<file path="config.mk">
export PLATFORM = sky130hd
export DESIGN_NAME = centerscale_scheduler
export DESIGN_NICKNAME = d
export VERILOG_FILES = /design/src/rtl/centerscale_scheduler.sv
export SDC_FILE = /design/constraint.sdc
export NUM_CORES = 1
export LEC_CHECK = 0
export CAP_MARGIN = 30
export CORE_MARGIN = 2
export CORE_UTILIZATION = 38
export CTS_CLUSTER_DIAMETER = 100
export CTS_CLUSTER_SIZE = 25
export DETAILED_ROUTE_END_ITERATION = 8
export DONT_BUFFER_PORTS = 1
export PLACE_DENSITY = 0.57
export RECOVER_POWER = 50
export SYNTH_ARGS = -nofsm -noshare
export SYNTH_HDL_FRONTEND = slang
export SYNTH_SLANG_ARGS = --single-unit
</file>
<file path="constraint.sdc">
create_clock -name clk -period 12.7 [get_ports clk]
set_input_delay 0.635 -clock clk [delete_from_list [all_inputs] [get_ports clk]]
set_output_delay 0.635 -clock clk [all_outputs]
set_load 0.01 [all_outputs]
</file>
<file path="src/rtl/centerscale_scheduler.sv">
// Round-robin scheduler that feeds one ADC sample at a time to a shared centre/scale
// datapath, tracks the single in-flight operation and returns its result or a timeout.
module centerscale_scheduler #(
    parameter int NCH     = 4,
    parameter int TIMEOUT = 31
) (
    input  logic                clk,
    input  logic                GlobalReset,
    input  logic [NCH*21-1:0]   ch_x_adc,
    input  logic [NCH-1:0]      ch_req,
    output logic [NCH-1:0]      ch_ack,
    input  logic                cfg_we,
    input  logic [2:0]          cfg_addr,
    input  logic [31:0]         cfg_wdata,
    output logic [20:0]         dp_x_adc,
    output logic                dp_srdyi,
    output logic [31:0]         dp_mean,
    output logic [31:0]         dp_std,
    input  logic [31:0]         dp_x_centScale,
    input  logic                dp_srdyo,
    output logic [31:0]         res_data,
    output logic [1:0]          res_ch,
    output logic                res_valid,
    output logic                busy,
    output logic                timeout_err
);
    typedef enum logic [1:0] {S_IDLE, S_ISSUE, S_WAIT} state_t;
    localparam int CW = $clog2(TIMEOUT + 2);

    state_t          state_q;
    logic [1:0]      rr_ptr_q, g_q;
    logic [CW-1:0]   cnt_q;
    logic [31:0]     mean_q [NCH];
    logic [31:0]     std_q  [NCH];
    logic [20:0]     adc_ch [NCH];
    logic [NCH-1:0]  ch_ack_q;
    logic [20:0]     dp_x_adc_q;
    logic [31:0]     dp_mean_q, dp_std_q, res_data_q;
    logic [1:0]      res_ch_q;
    logic            dp_srdyi_q, res_valid_q, busy_q, timeout_err_q;

    for (genvar i = 0; i < NCH; i++) begin : g_lane
        assign adc_ch[i] = ch_x_adc[21*i +: 21];
    end

    // Scan downwards so the lowest offset from rr_ptr is the last (winning) hit.
    logic [2:0] idx, nxt3;
    logic [1:0] gnt_d, rr_d;
    logic       gnt_hit;
    always_comb begin
        idx     = '0;
        gnt_d   = '0;
        gnt_hit = 1'b0;
        for (int k = NCH - 1; k >= 0; k--) begin
            idx = {1'b0, rr_ptr_q} + 3'(k);
            if (idx >= 3'(NCH)) idx = idx - 3'(NCH);
            if (ch_req[idx[1:0]]) begin
                gnt_d   = idx[1:0];
                gnt_hit = 1'b1;
            end
        end
        nxt3 = {1'b0, gnt_d} + 3'd1;
        if (nxt3 >= 3'(NCH)) nxt3 = nxt3 - 3'(NCH);
        rr_d = nxt3[1:0];
    end

    always_ff @(posedge clk or posedge GlobalReset) begin
        if (GlobalReset) begin
            for (int i = 0; i < NCH; i++) begin
                mean_q[i] <= '0;
                std_q[i]  <= '0;
            end
        end else if (cfg_we && (32'(cfg_addr[2:1]) < NCH)) begin
            if (cfg_addr[0]) std_q[cfg_addr[2:1]]  <= cfg_wdata;
            else             mean_q[cfg_addr[2:1]] <= cfg_wdata;
        end
    end

    always_ff @(posedge clk or posedge GlobalReset) begin
        if (GlobalReset) begin
            state_q       <= S_IDLE;
            rr_ptr_q      <= '0;
            g_q           <= '0;
            cnt_q         <= '0;
            ch_ack_q      <= '0;
            dp_x_adc_q    <= '0;
            dp_mean_q     <= '0;
            dp_std_q      <= '0;
            dp_srdyi_q    <= 1'b0;
            res_data_q    <= '0;
            res_ch_q      <= '0;
            res_valid_q   <= 1'b0;
            busy_q        <= 1'b0;
            timeout_err_q <= 1'b0;
        end else begin
            ch_ack_q    <= '0;
            dp_srdyi_q  <= 1'b0;
            res_valid_q <= 1'b0;
            case (state_q)
                S_IDLE: if (gnt_hit) begin
                    g_q        <= gnt_d;
                    rr_ptr_q   <= rr_d;
                    dp_x_adc_q <= adc_ch[gnt_d];
                    dp_mean_q  <= mean_q[gnt_d];
                    dp_std_q   <= std_q[gnt_d];
                    ch_ack_q   <= {{(NCH-1){1'b0}}, 1'b1} << gnt_d;
                    dp_srdyi_q <= 1'b1;
                    busy_q     <= 1'b1;
                    state_q    <= S_ISSUE;
                end
                S_ISSUE: begin
                    cnt_q   <= '0;
                    state_q <= S_WAIT;
                end
                S_WAIT: begin
                    if (dp_srdyo) begin
                        res_data_q  <= dp_x_centScale;
                        res_ch_q    <= g_q;
                        res_valid_q <= 1'b1;
                        busy_q      <= 1'b0;
                        state_q     <= S_IDLE;
                    end else if (cnt_q == CW'(TIMEOUT)) begin
                        timeout_err_q <= 1'b1;
                        busy_q        <= 1'b0;
                        state_q       <= S_IDLE;
                    end else begin
                        cnt_q <= cnt_q + 1'b1;
                    end
                end
                default: state_q <= S_IDLE;
            endcase
        end
    end

    assign ch_ack      = ch_ack_q;
    assign dp_x_adc    = dp_x_adc_q;
    assign dp_srdyi    = dp_srdyi_q;
    assign dp_mean     = dp_mean_q;
    assign dp_std      = dp_std_q;
    assign res_data    = res_data_q;
    assign res_ch      = res_ch_q;
    assign res_valid   = res_valid_q;
    assign busy        = busy_q;
    assign timeout_err = timeout_err_q;
endmodule

</file>
==> summary.md <==
| Metric | Value |
|---|---|
| Worst-skew pair later-pin latency | `0.56 ns` |
| Final max-slew violation count | `about 360` |
| Setup Skew | `approximately 0.017 ns` |
| Element type at the critical path start | `input pin` |
| Postcts setup bufs | `0` |
| Critical R2R Launch | `rr_ptr_q[1]$_DFFE_PP0P_` |
| Detail-routed via count per cell | `5.581` |
| Synthesis-to-finish area growth | `5.951%` |
| Post-route cell area | `between 15000 and 20000 um^2` |
| Hold_sp | `dp_x_centScale[31]` |
| R2R Path End | `dp_mean[26]$_DFFE_PP0P_` |
| RSZ-0062 raised after global routing | `no` |
| Root Driver | `clkbuf_16` |
| Drt pass-1 iters | `4` |
| Synth async-reset ratio | `1.000` |
| First-pass GRT wire length | `about 67000 um` |
| H-tree depth | `1` |
| Synth Register Bits | `slightly below 400` |
| Diode count | `0` |
| Yosys warns | `0` |
| Cells after synthesis | `1358` |
| Hold Crit Class | `input pin to register` |
| Initial antenna violation count | `0` |
| Wire length per cell | `~23 um` |
| Cell taking the most area after synthesis | `dfrtp_1` |
| Core Area | `45280 um^2` |
| HPWL after DPL | `25590 um` |
| Sw Pwr | `1.436 mW` |
| Final setup viols | `0` |
| Die Ht | `218.2 um` |
| Slew of the pin with the lowest slew margin | `between 4 and 5 ns` |
| Top Ports | `286` |
| TritonCTS clock tree | `done` |
| Clock power frac | `0.184` |
| Iter 0 DRT Violations | `590` |
| Via count | `roughly 11000` |
| Final nets | `about 1500` |
| Clock Sink Count | `roughly 400` |
| Reg power frac | `0.522` |
| Peak VDD IR | `between 0.1 and 0.15 mV` |
| Clock tree buffer depth | `3` |
| Sw Ratio | `0.3700` |
| Util after Layout | `0.4078` |
| Worst hold slack | `between 0.15 and 0.2 ns` |
| Run status | `finished, violations left` |
| CTS Buf Count | `20` |
| Post-synthesis sequential area ratio | `0.5671` |
| DRC viols | `0` |
| Worst-path clk slew | `0.10 ns` |
| R2R cell count | `8` |
| Number of global-route vias before repair | `~11000` |
| Period minus WS final | `about 4.5 ns` |
| Average size of a mapped cell | `around 13 um^2` |
| IO Port Bufs | `0` |
| Die width | `approximately 220 um` |
| Synthesized Nets | `~1500` |
| Share of cells above drive strength 1 | `0.2544` |
| PwrDens | `roughly 210 nW/um^2` |
| Top post-synthesis cells by area | `dfrtp_1 57%, mux2_2 17%, mux2i_1 4.9%` |
| Post-synth EDFFs | `0` |
| Syn Std Cell Area | `between 15000 and 20000 um^2` |
| CTS Hold Bufs | `0` |
| Fillcell total | `about 4300` |
| Global Route Usage Sum | `0.1802` |
| Die ar. | `about 48000 um^2` |
| CP Class | `input pin to asynchronous set/reset pin` |
| Post-synth cell types | `43` |
| Cell with the most instances after synthesis | `dfrtp_1` |
| Required time of the worst setup path | `between 10 and 15 ns` |
| # rows | `just under 80` |
| Pint | `approximately 2.4 mW` |
| Final ANT Viol Nets | `0` |
| Worst setup EP type | `asynchronous set/reset pin` |
| Highest clock rate | `approximately 0.22 GHz` |
| Total gr overflow | `0` |
| Routed WL | `around 43000 um` |
| Final hold violation count | `0` |
| Setup TNS | `0 ns` |
| Violated checks | `capacitance limit, slew limit` |
| Top FF cell, synth | `dfrtp_1` |
| Most instantiated cells after synthesis | `395 x dfrtp_1, 256 x mux2_2, 111 x nand2_1` |
| Starting Density | `0.3849` |
| Relative slew margins | `-1.995` |
| Tcrit/Tclk final | `0.3552` |
| Post_cts resized | `0` |
| Comb pwr share | `0.294` |
| Largest net degree at the start of global routing | `roughly 160` |
| Leakage | `roughly 7.9 nW` |
| Hold Path End | `res_data[31]$_DFFE_PP0P_` |
| Critical-path maximum fanout | `94` |
| Placed cell area | `roughly 18000 um^2` |
| CP Data Arrival Time | `between 5 and 6 ns` |
| Reg2reg setup slack | `between 8 and 9 ns` |
| Worst hold stages | `2` |
| Share of the synthesized area in the top cell type | `0.5671` |
| MaxCap Viol Count | `9` |
| GP Congestion | `roughly 0.76` |
[sequential cells by signal, indices dropped and copies added, names as in the netlist]
register,flops
res_ch,2
res_data,32
state_q,2
timeout_err,1
busy,1
std_q,128
cnt_q,6
res_valid,1
g_q,2
dp_srdyi,1
rr_ptr_q,2
mean_q,128
dp_std,32
ch_ack,4
dp_mean,32
dp_x_adc,21
[cell families (layout without fill, tap and decap cells)]
logic type / count (synthesis) / in the layout / synth area share
buffers and inverters: 105 / 52 / 0.03044
multiplexers: 342 / 342 / 0.2148
flip-flops: 395 / 395 / 0.5671
XOR/XNOR: 2 / 2 / 0.001005
AND/OR/NAND/NOR: 320 / 320 / 0.08629
adder cells (fa/ha/maj): 1 / 1 / 0.0007178
AO/OA/AOI/OAI: 193 / 193 / 0.09964
[area by class of cell]
class / instances / area [um^2] / share of cell area
multi-input combinational: 858 / 7032 / 0.3808
sequential: 395 / 9884 / 0.5353
clock inverter: 3 / 41.29 / 0.002236
timing repair buffer: 22 / 207.7 / 0.01125
inverter: 6 / 25.02 / 0.001355
tap: 600 / 750.7 / 0.04065
clock buffer: 21 / 525.5 / 0.02846
[power by group through the flow]
| stage | registers [mW] | logic (mW) | clock network [mW] |
|---|---|---|---|
| final | 2.03 | 1.14 | 0.714 |
| after global placement | 2.05 | 1.10 | 0 |
| after CTS | 2.04 | 1.15 | 0.744 |
| after global routing | 2.08 | 1.27 | 0.782 |
| after floorplan | 1.94 | 0.928 | 0 |
| after detailed placement | 2.06 | 1.15 | 0 |
[worst max-delay path by stage]
| stage | startpoint | endpoint | cells after the start |
|---|---|---|---|
| 6_report | GlobalReset | std_q[110]$_DFFE_PP0P_ | 3 |
| 5_1_grt | GlobalReset | dp_std[11]$_DFFE_PP0P_ | 3 |
| 4_1_cts | rr_ptr_q[1]$_DFFE_PP0P_ | dp_std[13]$_DFFE_PP0P_ | 7 |
| 3_5_place_dp | ch_req[3] | dp_std[13]$_DFFE_PP0P_ | 7 |
| 3_3_place_gp | ch_req[3] | dp_std[23]$_DFFE_PP0P_ | 7 |
| 2_1_floorplan | GlobalReset | busy$_DFFE_PP0P_ | 1 |
[metrics by stage]
stage	std cells	setup slack [ns]	power [mW]
global placement	1878	8.294	3.155
finish	1905	8.189	3.881
global route	1905	7.281	4.134
detailed placement	1880	8.184	3.212
floorplan	1358	1.082	2.865
CTS	1904	8.382	3.931
[worst max-delay path: stages]
cell        delay, ns
clkinvlp_2       2.46
buf_4            1.02
buf_4            0.85
[routing by layer]
metal,vias up,part of all wire,GRT usage
li1,4763,-,-
met1,5584,0.44,0.2354
met2,248,0.48,0.3004
met3,37,0.069,0.04941
met4,0,0.018,0.03628
met5,-,0,0
[cells in the final DEF (no fill, tap or decap), drive strengths merged, types with 6 or more instances in the layout]
cell and n:
a221oi 85, and2 87, nor2 93, o21ai 8, nand2b 6, clkbuf 29, dfrtp 395, mux2 256
buf 14, nand2 111, a211oi 85, mux2i 86
(Power assumes the default switching activity.)
